--- src/rtl/uart_pkg.sv ---
// Shared definitions for the UART byte receiver.
//   - Line levels for start/stop bits.
//   - Oversampling ratio and first voted sample index.
//   - Sample-tick divisors (clocks per sample - 1) for each baud_set code.
//   - Receiver FSM state encoding.
package uart_pkg;

    localparam int OVS     = 16;
    localparam int VOTE_LO = 7;

    localparam logic START_BIT = 1'b0;
    localparam logic STOP_BIT  = 1'b1;

    localparam int SDIV_W = 9;

    localparam logic [SDIV_W-1:0] SDIV_TEST   = 9'd1;    // 32 clk per bit
    localparam logic [SDIV_W-1:0] SDIV_19200  = 9'd162;
    localparam logic [SDIV_W-1:0] SDIV_38400  = 9'd80;
    localparam logic [SDIV_W-1:0] SDIV_57600  = 9'd53;
    localparam logic [SDIV_W-1:0] SDIV_115200 = 9'd26;
    localparam logic [SDIV_W-1:0] SDIV_9600   = 9'd325;

    typedef enum logic [2:0] {
        ST_IDLE  = 3'd0,
        ST_START = 3'd1,
        ST_DATA  = 3'd2,
        ST_STOP  = 3'd3,
        ST_BREAK = 3'd4
    } rx_state_e;

    function automatic logic [SDIV_W-1:0] baud_sdiv(input logic [3:0] sel);
        logic [SDIV_W-1:0] sdiv;
        case (sel)
            4'd0:    sdiv = SDIV_TEST;
            4'd1:    sdiv = SDIV_19200;
            4'd2:    sdiv = SDIV_38400;
            4'd3:    sdiv = SDIV_57600;
            4'd4:    sdiv = SDIV_115200;
            default: sdiv = SDIV_9600;
        endcase
        return sdiv;
    endfunction

endpackage

--- src/rtl/uart_rx_tick.sv ---
// Oversampling tick generator for the UART receiver.
// Holds a registered divisor looked up from baud_set and a counter that
// produces one tick every (divisor + 1) clocks while a frame is running.
// Ports:
//   mclk     in  system clock
//   rst_n    in  asynchronous active-low reset
//   run      in  frame in progress; counter idles at 0 otherwise
//   clr      in  start detected; restarts the count so sample 0 sits on the edge
//   baud_set in  baud select; only followed while run is low
//   tick     out one-clock sample strobe
module uart_rx_tick (
    input  logic       mclk,
    input  logic       rst_n,
    input  logic       run,
    input  logic       clr,
    input  logic [3:0] baud_set,
    output logic       tick
);
    import uart_pkg::*;

    logic [SDIV_W-1:0] sdiv_q, sdiv_d;
    logic [SDIV_W-1:0] cnt_q, cnt_d;

    always_comb begin
        sdiv_d = sdiv_q;
        cnt_d  = '0;
        tick   = 1'b0;
        // The divisor is frozen for the whole frame; the value present on the
        // start-detect cycle is the one used.
        if (!run) begin
            sdiv_d = baud_sdiv(baud_set);
        end
        if (run && !clr) begin
            tick  = (cnt_q == sdiv_q);
            cnt_d = tick ? '0 : cnt_q + 1'b1;
        end
    end

    always_ff @(posedge mclk or negedge rst_n) begin
        if (!rst_n) begin
            sdiv_q <= SDIV_9600;
            cnt_q  <= '0;
        end else begin
            sdiv_q <= sdiv_d;
            cnt_q  <= cnt_d;
        end
    end

endmodule

--- src/rtl/uart_byte_rx.sv ---
// UART 8N1 byte receiver with 16x oversampling and 3-sample majority vote.
// Rejects start pulses that are not low at mid-bit, flags a low stop bit
// as a framing error and then waits for the line to go high again.
// Ports:
//   mclk       in  system clock
//   rst_n      in  asynchronous active-low reset
//   baud_set   in  baud select, captured at start of each frame
//   rs232_rx   in  asynchronous serial line (idle high)
//   data_byte  out last good byte, held until the next good frame
//   rx_done    out one-clock pulse, data_byte valid in the same cycle
//   frame_err  out one-clock pulse when the stop bit votes low
//   uart_state out high from start detect until the frame is finished
module uart_byte_rx #(
    parameter int OVS     = 16,
    parameter int VOTE_LO = 7
) (
    input  logic       mclk,
    input  logic       rst_n,
    input  logic [3:0] baud_set,
    input  logic       rs232_rx,
    output logic [7:0] data_byte,
    output logic       rx_done,
    output logic       frame_err,
    output logic       uart_state
);
    import uart_pkg::*;

    localparam logic [3:0] SMP_V0   = 4'(VOTE_LO);
    localparam logic [3:0] SMP_V1   = 4'(VOTE_LO + 1);
    localparam logic [3:0] SMP_V2   = 4'(VOTE_LO + 2);
    localparam logic [3:0] SMP_LAST = 4'(OVS - 1);

    // [0] metastability stage, [1] synchronized line, [2] previous rx_s
    logic [2:0] rx_pipe_q, rx_pipe_d;
    logic       rx_s, rx_prev;

    rx_state_e  state_q, state_d;
    logic [3:0] smp_q, smp_d;
    logic [2:0] bit_q, bit_d;
    logic [7:0] shift_q, shift_d;
    logic [1:0] vote_q, vote_d;
    logic [7:0] data_byte_q, data_byte_d;
    logic       rx_done_q, rx_done_d;
    logic       frame_err_q, frame_err_d;

    logic       tick;
    logic       start_det;
    logic       vote_maj;

    assign rx_pipe_d = {rx_pipe_q[1:0], rs232_rx};
    assign rx_s      = rx_pipe_q[1];
    assign rx_prev   = rx_pipe_q[2];

    assign uart_state = (state_q != ST_IDLE);
    assign start_det  = (state_q == ST_IDLE) && (rx_prev == STOP_BIT) && (rx_s == START_BIT);

    // Samples 7 and 8 are held in vote_q; sample 9 is the live rx_s.
    assign vote_maj = (vote_q[0] & vote_q[1]) | (vote_q[0] & rx_s) | (vote_q[1] & rx_s);

    uart_rx_tick u_tick (
        .mclk     (mclk),
        .rst_n    (rst_n),
        .run      (uart_state),
        .clr      (start_det),
        .baud_set (baud_set),
        .tick     (tick)
    );

    always_comb begin
        state_d     = state_q;
        smp_d       = smp_q;
        bit_d       = bit_q;
        shift_d     = shift_q;
        vote_d      = vote_q;
        data_byte_d = data_byte_q;
        rx_done_d   = 1'b0;
        frame_err_d = 1'b0;

        if (tick) begin
            smp_d = smp_q + 4'd1;
            if (smp_q == SMP_V0) vote_d[0] = rx_s;
            if (smp_q == SMP_V1) vote_d[1] = rx_s;
        end

        case (state_q)
            ST_IDLE: begin
                if (start_det) begin
                    state_d = ST_START;
                    smp_d   = '0;
                    bit_d   = '0;
                end
            end
            ST_START: begin
                if (tick) begin
                    if (smp_q == SMP_V2 && vote_maj != START_BIT) begin
                        state_d = ST_IDLE;
                    end else if (smp_q == SMP_LAST) begin
                        state_d = ST_DATA;
                    end
                end
            end
            ST_DATA: begin
                if (tick) begin
                    if (smp_q == SMP_V2) begin
                        shift_d[bit_q] = vote_maj;
                    end
                    if (smp_q == SMP_LAST) begin
                        if (bit_q == 3'd7) begin
                            state_d = ST_STOP;
                            bit_d   = '0;
                        end else begin
                            bit_d = bit_q + 3'd1;
                        end
                    end
                end
            end
            ST_STOP: begin
                // Leaving at mid-stop-bit lets a following start edge be
                // caught with no idle time between frames.
                if (tick && smp_q == SMP_V2) begin
                    if (vote_maj == STOP_BIT) begin
                        data_byte_d = shift_q;
                        rx_done_d   = 1'b1;
                        state_d     = ST_IDLE;
                    end else begin
                        frame_err_d = 1'b1;
                        state_d     = ST_BREAK;
                    end
                end
            end
            ST_BREAK: begin
                // Only a return to high re-arms start detection, so a held-low
                // line yields one error rather than a stream of them.
                if (rx_s == STOP_BIT) begin
                    state_d = ST_IDLE;
                end
            end
            default: begin
                state_d = ST_IDLE;
            end
        endcase
    end

    always_ff @(posedge mclk or negedge rst_n) begin
        if (!rst_n) begin
            rx_pipe_q   <= '1;
            state_q     <= ST_IDLE;
            smp_q       <= '0;
            bit_q       <= '0;
            shift_q     <= '0;
            vote_q      <= '0;
            data_byte_q <= '0;
            rx_done_q   <= 1'b0;
            frame_err_q <= 1'b0;
        end else begin
            rx_pipe_q   <= rx_pipe_d;
            state_q     <= state_d;
            smp_q       <= smp_d;
            bit_q       <= bit_d;
            shift_q     <= shift_d;
            vote_q      <= vote_d;
            data_byte_q <= data_byte_d;
            rx_done_q   <= rx_done_d;
            frame_err_q <= frame_err_d;
        end
    end

    assign data_byte = data_byte_q;
    assign rx_done   = rx_done_q;
    assign frame_err = frame_err_q;

endmodule

--- config.mk ---
export PLATFORM = sky130hd
export DESIGN_NAME = uart_byte_rx
export DESIGN_NICKNAME = d
export VERILOG_FILES = /design/src/rtl/uart_pkg.sv /design/src/rtl/uart_rx_tick.sv /design/src/rtl/uart_byte_rx.sv
export SDC_FILE = /design/constraint.sdc
export NUM_CORES = 1
export LEC_CHECK = 0
export BUFFER_PORTS_ARGS = -buffer_cell sky130_fd_sc_hd__buf_2
export CAP_MARGIN = 10
export CORE_MARGIN = 4
export CORE_UTILIZATION = 30
export CTS_CLUSTER_SIZE = 24
export DETAILED_ROUTE_END_ITERATION = 7
export PLACE_DENSITY = 0.48
export RECOVER_POWER = 100
export SETUP_SLACK_MARGIN = 0.3
export SLEW_MARGIN = 40
export SYNTH_ARGS = -nofsm -noshare
export SYNTH_HDL_FRONTEND = slang
export SYNTH_SLANG_ARGS = --single-unit
--- constraint.sdc ---
create_clock -name mclk -period 2.2 [get_ports mclk]
set_input_delay 0.33 -clock mclk [delete_from_list [all_inputs] [get_ports mclk]]
set_output_delay 0.33 -clock mclk [all_outputs]
set_load 0.05 [all_outputs]
=== After elaboration in Yosys (flattened, before gate mapping) ===
Cells that the tools add are included.

* $add $sub $neg: 3
* Multiply operators: 0
* Divide/modulo/power cells: 0
* Magnitude comparators: 2
* Equal/unequal tests: 22
* Shifts and indexed selects: 0
* Mux-type cells: 32
* Bitwise logic cells: 6
* Reductions and logical operators: 17

{| class="wikitable"
|+ Operator list
! operator !! number
|-
| 9-bit case mux with 5 select lines || 1
|-
| 3-bit two-way mux || 14
|-
| 9-bit two-way mux || 2
|-
| 3-bit case mux with 5 select lines || 1
|-
| 4-bit equality test (second input constant) || 3
|-
| 4-bit two-way mux || 3
|-
| 2-bit != test (second input constant) || 6
|-
| 9-bit by 1-bit adder with 9-bit output (second input constant) || 1
|-
| 9-bit equality test || 1
|-
| 8-bit bitwise mux || 1
|-
| 4-bit by 2-bit equality test with 1-bit output (second input constant) || 2
|-
| 4-bit by 3-bit equality test with 1-bit output (second input constant) || 2
|-
| 1-bit two-way mux || 8
|-
| 8-bit AND reduction || 1
|-
| 3-bit by 2-bit equality test with 1-bit output (second input constant) || 2
|-
| 3-bit equality test (second input constant) || 2
|-
| 1-bit logical AND || 6
|-
| 3-bit case mux with 2 select lines || 1
|-
| 3-bit AND reduction || 2
|-
| 4-bit by 1-bit adder with 4-bit output (second input constant) || 1
|-
| 4-bit by 1-bit equality test with 1-bit output (second input constant) || 1
|-
| 4-bit logical NOT || 1
|-
| 3-bit by 4-bit less-than comparator with 1-bit output (second input constant) || 1
|-
| 2-bit AND reduction || 2
|-
| other kinds (14) || 17
|}

* Flip-flop bits (word level): 51
* Latch bits: 0
* Bits in writable memories: 0
* Bits in read-only memories: 0
* Bits of input ports: 7
* Output and inout bits: 11
* Logic and storage cells: 94
* Memories kept: 0

=== Logic depth before layout (Yosys ltp) ===
* Depth in word-level cells: 9
* Depth in mapped cells: 8
* Gate-level depth less buffers: 7

=== Cells and area by module ===
From an unflattened synthesis, not the netlist that was laid out.

* Cells, all modules: 227
* Area, all modules: 2,546.2 µm²

{| class="wikitable"
|+ By module, submodules not included
! module !! times used !! cells an instance !! area each (µm²)
|-
| uart_byte_rx || 1 || 132 || 1,574.0
|-
| uart_rx_tick || 1 || 95 || 972.2
|}

=== Worst setup path before layout ===
Ideal clock, no wire load.

* Path kind: flip-flop to flip-flop
* From: register smp_q[1]
* To: register shift_q[6]
* Setup time: 127 ps
* Arrival: 1,704 ps
* Path slack: 369 ps
* Stages on the path, launching flop included: 9
* Clock period less this slack: 1,831 ps
* Cells stage by stage: dfrtp_1 > inv_1 > ha_1 > nand3b_1 > nor3b_2 > and2b_2 > buf_6 > nand4_1 > mux2_1

* Cells in the longest elaborated chain, start to end: 2

{| class="wikitable"
|+ Ends and longest elaborated chain
! element !! RTL line !! source
|-
| from (decl) || uart_byte_rx.sv:38 || <nowiki>logic [3:0] smp_q, smp_d;</nowiki>
|-
| from (signal assigned) || uart_byte_rx.sv:158 || <nowiki>smp_q <= smp_d;</nowiki>
|-
| 4-bit equality test || uart_byte_rx.sv:104 || <nowiki>if (smp_q == SMP_V2) begin</nowiki>
|-
| 3-bit AND reduction (no source line) || - ||
|-
| to (signal assigned) || uart_byte_rx.sv:160 || <nowiki>shift_q <= shift_d;</nowiki>
|-
| to (decl) || uart_byte_rx.sv:40 || <nowiki>logic [7:0] shift_q, shift_d;</nowiki>
|}

Every way passes these cells.
A chain may end at the register's enable or synchronous reset.

=== Worst setup path in the final report ===
* From: register u_tick.sdiv_q[3]
* To: register data_byte_q[3] (netlist: data_byte[3])

* Cells in the longest elaborated chain, start to end: 4

{| class="wikitable"
|+ Ends and longest elaborated chain
! element !! RTL line !! source
|-
| from (decl) || uart_rx_tick.sv:21 || <nowiki>logic [SDIV_W-1:0] sdiv_q, sdiv_d;</nowiki>
|-
| from (signal assigned) || uart_rx_tick.sv:44 || <nowiki>sdiv_q <= sdiv_d;</nowiki>
|-
| 9-bit equality test || uart_rx_tick.sv:34 || <nowiki>tick = (cnt_q == sdiv_q);</nowiki>
|-
| 1-bit two-way mux || uart_rx_tick.sv:33 || <nowiki>if (run && !clr) begin</nowiki>
|-
| 1-bit logical AND || uart_byte_rx.sv:120 || <nowiki>if (tick && smp_q == SMP_V2) begin</nowiki>
|-
| 3-bit AND reduction (no source line) || - ||
|-
| to (signal assigned) || uart_byte_rx.sv:162 || <nowiki>data_byte_q <= data_byte_d;</nowiki>
|-
| to (decl) || uart_byte_rx.sv:42 || <nowiki>logic [7:0] data_byte_q, data_byte_d;</nowiki>
|}

Every way passes these cells.

==> impl_summary.log <==
INFO  metric rows = 33
INFO  metric synthArstFlopShare = 100.0%
INFO  metric timing_hold_violations_final = 0
INFO  metric tightest_slew = 1.158 ns
INFO  metric cts-root-to-sink-buffers = 2
INFO  metric routed_wirelength = 4966 um
INFO  metric synth_edf_count = 0
INFO  metric detail_route.first_pass.iterations = 4
INFO  metric grt_setup_unrepaired = true
INFO  metric cts.root.buffer_cell = sky130_fd_sc_hd__clkbuf_8
INFO  metric setup_viol = 0
INFO  metric ys_ff_latch = 51
INFO  metric synth_area = 2557 um2
INFO  metric ys.flop_type = sky130_fd_sc_hd__dfrtp_1
INFO  metric clkSinkCount = 51
INFO  metric r2r_slack = 0.28 ns
INFO  metric p_per_area = 702.0 nW/um2
INFO  metric critical_path.startpoint_type = register
INFO  metric timing.setup.tns = 0 ns
INFO  metric critical_path.slowest_cell = sky130_fd_sc_hd__dfrtp_1
INFO  metric maximum_number_of_pins_on_one_net_before_global_route_repair = 20
INFO  metric ctsHtreeMaxLevel = 2
INFO  metric drt-initial-drc-count = 56
INFO  metric layout_cells_sized_above_1 = 23.17%
INFO  metric synthesis.area_per_instance = 11.12 um2
INFO  metric path_cells = xor2_1 > nor4_1 > and3_4 > nand4_4 > mux2_1
INFO  metric syn_nets = 243
INFO  metric floorplan.die.width = 100.3 um
INFO  metric final_nets = 271
INFO  metric min_cycle_time_layout = 1.916 ns
INFO  metric initial_cell_density_of_the_core = 30.97%
INFO  metric fp.dieH = 100.3 um
INFO  metric finalMaxSlewViolations = 0
INFO  metric synth_seq_area_share = 50.24%
INFO  metric finish.instance_area = 2888 um2
INFO  metric placed_cell_area = 2740 um2
INFO  metric synthCells = 230
INFO  metric critical_path.max_fanout = 8
INFO  metric yosysWarnings = 0
INFO  metric wire_per_inst = 13.64 um
INFO  metric tritoncts.num_buffers = 5
INFO  metric outcome = finished clean
INFO  metric global_route.usage.total = 10.65%
INFO  metric number_of_antenna_violations_at_the_first_check_in_global_routing = 0
INFO  metric number_of_global_route_vias_before_repair = 1,651
INFO  metric post-route-period-util = 87.08%
INFO  metric layout-area-overhead-vs-synth = 12.92%
INFO  metric max_freq = 522.0 MHz
INFO  metric dr_total_vias = 1,727
INFO  metric max_cap_viol_count = 0
INFO  metric die-area = 10,070 um2
INFO  metric remaining_number_of_nets_flagged_by_the_antenna_check_after_routing = 0
INFO  metric worstPathBufferInverterCount = 0
INFO  metric setup_skew_after_layout = 0.005239 ns
INFO  metric netlist-cell-type-count = 52
INFO  metric critical-path-max-stage-delay = 0.40 ns
INFO  metric pre_cts_slack = 0.1873 ns
INFO  metric tritoncts = done
INFO  metric clock_insertion_delay_worst_skew = 0.30 ns
INFO  metric n_antenna_cell = 0
INFO  metric standby_leakage_power = 1.327 nW
INFO  metric holdCritPathClass = input port to register
INFO  metric grt_pass1_wl = 8583 um
INFO  metric fill_cells = 844
INFO  metric worst_path_dominant_cell_family = simple AND/OR/NAND/NOR gates
INFO  metric worst_setup_hold_path_clk_slew = 0.10 ns
INFO  metric worst_ep_required_time = 2.39 ns
INFO  metric worstPathArrival = 2.11 ns
INFO  metric core_ar = 8258 um2
INFO  metric worstSetupPathType = register to register
INFO  metric detailed_place_hpwl = 3483 um
INFO  metric viasPerCell = 4.745
INFO  metric timing.max_slew.rel_slack = 22.80%
INFO  metric gpl.final_weighted_congestion = 0.7513
INFO  metric remaining_drc_errors = 0
INFO  metric worst_setup_path_end_kind = register
INFO  metric ioPinCount = 18
INFO  metric irDropWorstVdd = 236.2 uV
INFO  metric io_buffer_count = 17
INFO  metric grt-ovfl-total = 0
INFO  metric finalWorstSetupSlack = 0.2843 ns
## final cells by class
| class | count | area [um2] | share of cell area (%) |
|---|---|---|---|
| clock buffer | 6 | 72.57 | 2.513 |
| multi-input combinational | 158 | 1152 | 39.90 |
| clock inverter | 2 | 12.51 | 0.4333 |
| sequential | 51 | 1286 | 44.54 |
| tap | 105 | 131.4 | 4.549 |
| timing repair buffer | 34 | 202.7 | 7.019 |
| inverter | 8 | 30.03 | 1.040 |
## worst register-to-register path: stages, from the launching register on
cell and delay [ns]:
sky130_fd_sc_hd__dfrtp_1 0.40, sky130_fd_sc_hd__xor2_1 0.16, sky130_fd_sc_hd__nor4_1 0.40, sky130_fd_sc_hd__and3_4 0.32
sky130_fd_sc_hd__nand4_4 0.17, sky130_fd_sc_hd__mux2_1 0.36
## timing repair
item	in CTS	in global routing
buffers inserted	5	3
pin swaps	4	0
hold endpoints to repair	13	0
resized for setup	3	3
gates cloned	0	0
endpoints found under the setup margin	17	18
hold buffers	1	0
## synthesized netlist by cell type (all sizes together) (2+ instances only)
cell type | count | area [um2]
a21boi | 2 | 15.01
a21o | 2 | 15.01
nor3 | 2 | 10.01
and3 | 3 | 21.27
nand2 | 17 | 63.81
a31oi | 2 | 12.51
nand4b | 5 | 43.79
a21oi | 6 | 30.03
nand3 | 7 | 35.03
and2b | 3 | 23.77
clkbuf | 4 | 15.01
nand2b | 5 | 31.28
mux2i | 6 | 60.06
nand4 | 7 | 58.81
buf | 8 | 70.07
o21ai | 6 | 30.03
nor2 | 22 | 82.58
xor2 | 15 | 131.4
ha | 6 | 75.07
dfstp | 7 | 183.9
and4 | 2 | 17.52
o41ai | 2 | 17.52
or2 | 2 | 12.51
mux2 | 18 | 202.7
inv | 8 | 30.03
dfrtp | 44 | 1101
## cell families after synthesis
logic type / after synthesis / share of synthesized area (%)
mux: 24 / 10.27
xor+xnor: 16 / 5.480
simple gates: 81 / 17.81
fa+ha+maj: 7 / 3.327
compound gates: 30 / 8.024
flops: 51 / 50.24
buf+inv: 21 / 4.843
## flip-flops by register name, indices dropped and copies added (netlist names), 2 cells and up
| signal | count |
|---|---|
| bit_q | 3 |
| data_byte | 8 |
| rx_pipe_q | 3 |
| shift_q | 8 |
| smp_q | 4 |
| state_q | 3 |
| u_tick.cnt_q | 9 |
| u_tick.sdiv_q | 9 |
| vote_q | 2 |
## final timing paths
check                                             startpoint                           end  cells after the start
worst max-delay path            u_tick.sdiv_q[3]$_DFFE_PN0N_      data_byte[3]$_DFFE_PN0P_                      5
worst min-delay path                                rs232_rx        rx_pipe_q[0]$_DFF_PN1_                      1
worst max register to register  u_tick.sdiv_q[3]$_DFFE_PN0N_      data_byte[3]$_DFFE_PN0P_                      5
worst min register to register        rx_pipe_q[0]$_DFF_PN1_        rx_pipe_q[1]$_DFF_PN1_                      0
max in group asynchronous                              rst_n  u_tick.sdiv_q[2]$_DFFE_PN1N_                      3
min in group asynchronous                              rst_n  u_tick.sdiv_q[4]$_DFFE_PN0N_                      2
## metrics by stage
step | utilization (%) | power [W] | std cells | hold slack (ns)
floorplan | - | 0.001372 | 230 | 0.03441
global placement | 33.18 | 0.001470 | 347 | 0.3066
detailed placement | 33.18 | 0.001474 | 347 | 0.3128
CTS | 34.92 | 0.002065 | 361 | 0.1021
global route | 34.97 | 0.002160 | 364 | 0.09443
finish | 34.97 | 0.002027 | 364 | 0.1177
## power by group
group          internal, W  switching, W
combinational     0.000164      0.000170
clock             0.000223      0.000320
sequential         0.00104      0.000110
## layer usage
metal / vias up / track usage [%] / part of all wire (%)
met4: 0 / 3.420 / 1.4
met5: - / 0 / 0
li1: 866 / - / -
met1: 829 / 16.15 / 52
met2: 26 / 14.88 / 43
met3: 6 / 2.363 / 3.6
## cell usage in the layout, fill, tap and decap left out, types with 3 or more instances in the layout
master,synthesis,final
sky130_fd_sc_hd__o21ai_0,6,6
sky130_fd_sc_hd__nand2b_1,5,5
sky130_fd_sc_hd__dfstp_2,7,6
sky130_fd_sc_hd__buf_4,1,13
sky130_fd_sc_hd__a21oi_1,6,6
sky130_fd_sc_hd__nand4b_1,5,5
sky130_fd_sc_hd__buf_2,4,5
sky130_fd_sc_hd__clkbuf_1,4,12
sky130_fd_sc_hd__nand2_1,17,17
sky130_fd_sc_hd__mux2i_1,6,6
sky130_fd_sc_hd__mux2_2,15,15
sky130_fd_sc_hd__nand3_1,7,7
sky130_fd_sc_hd__dfrtp_1,44,43
sky130_fd_sc_hd__mux2_1,3,3
sky130_fd_sc_hd__ha_1,6,6
sky130_fd_sc_hd__inv_1,8,8
sky130_fd_sc_hd__nor2_1,22,22
sky130_fd_sc_hd__clkbuf_8,0,5
sky130_fd_sc_hd__xor2_1,15,15
sky130_fd_sc_hd__nand4_1,6,6
(Power assumes the default switching activity.)
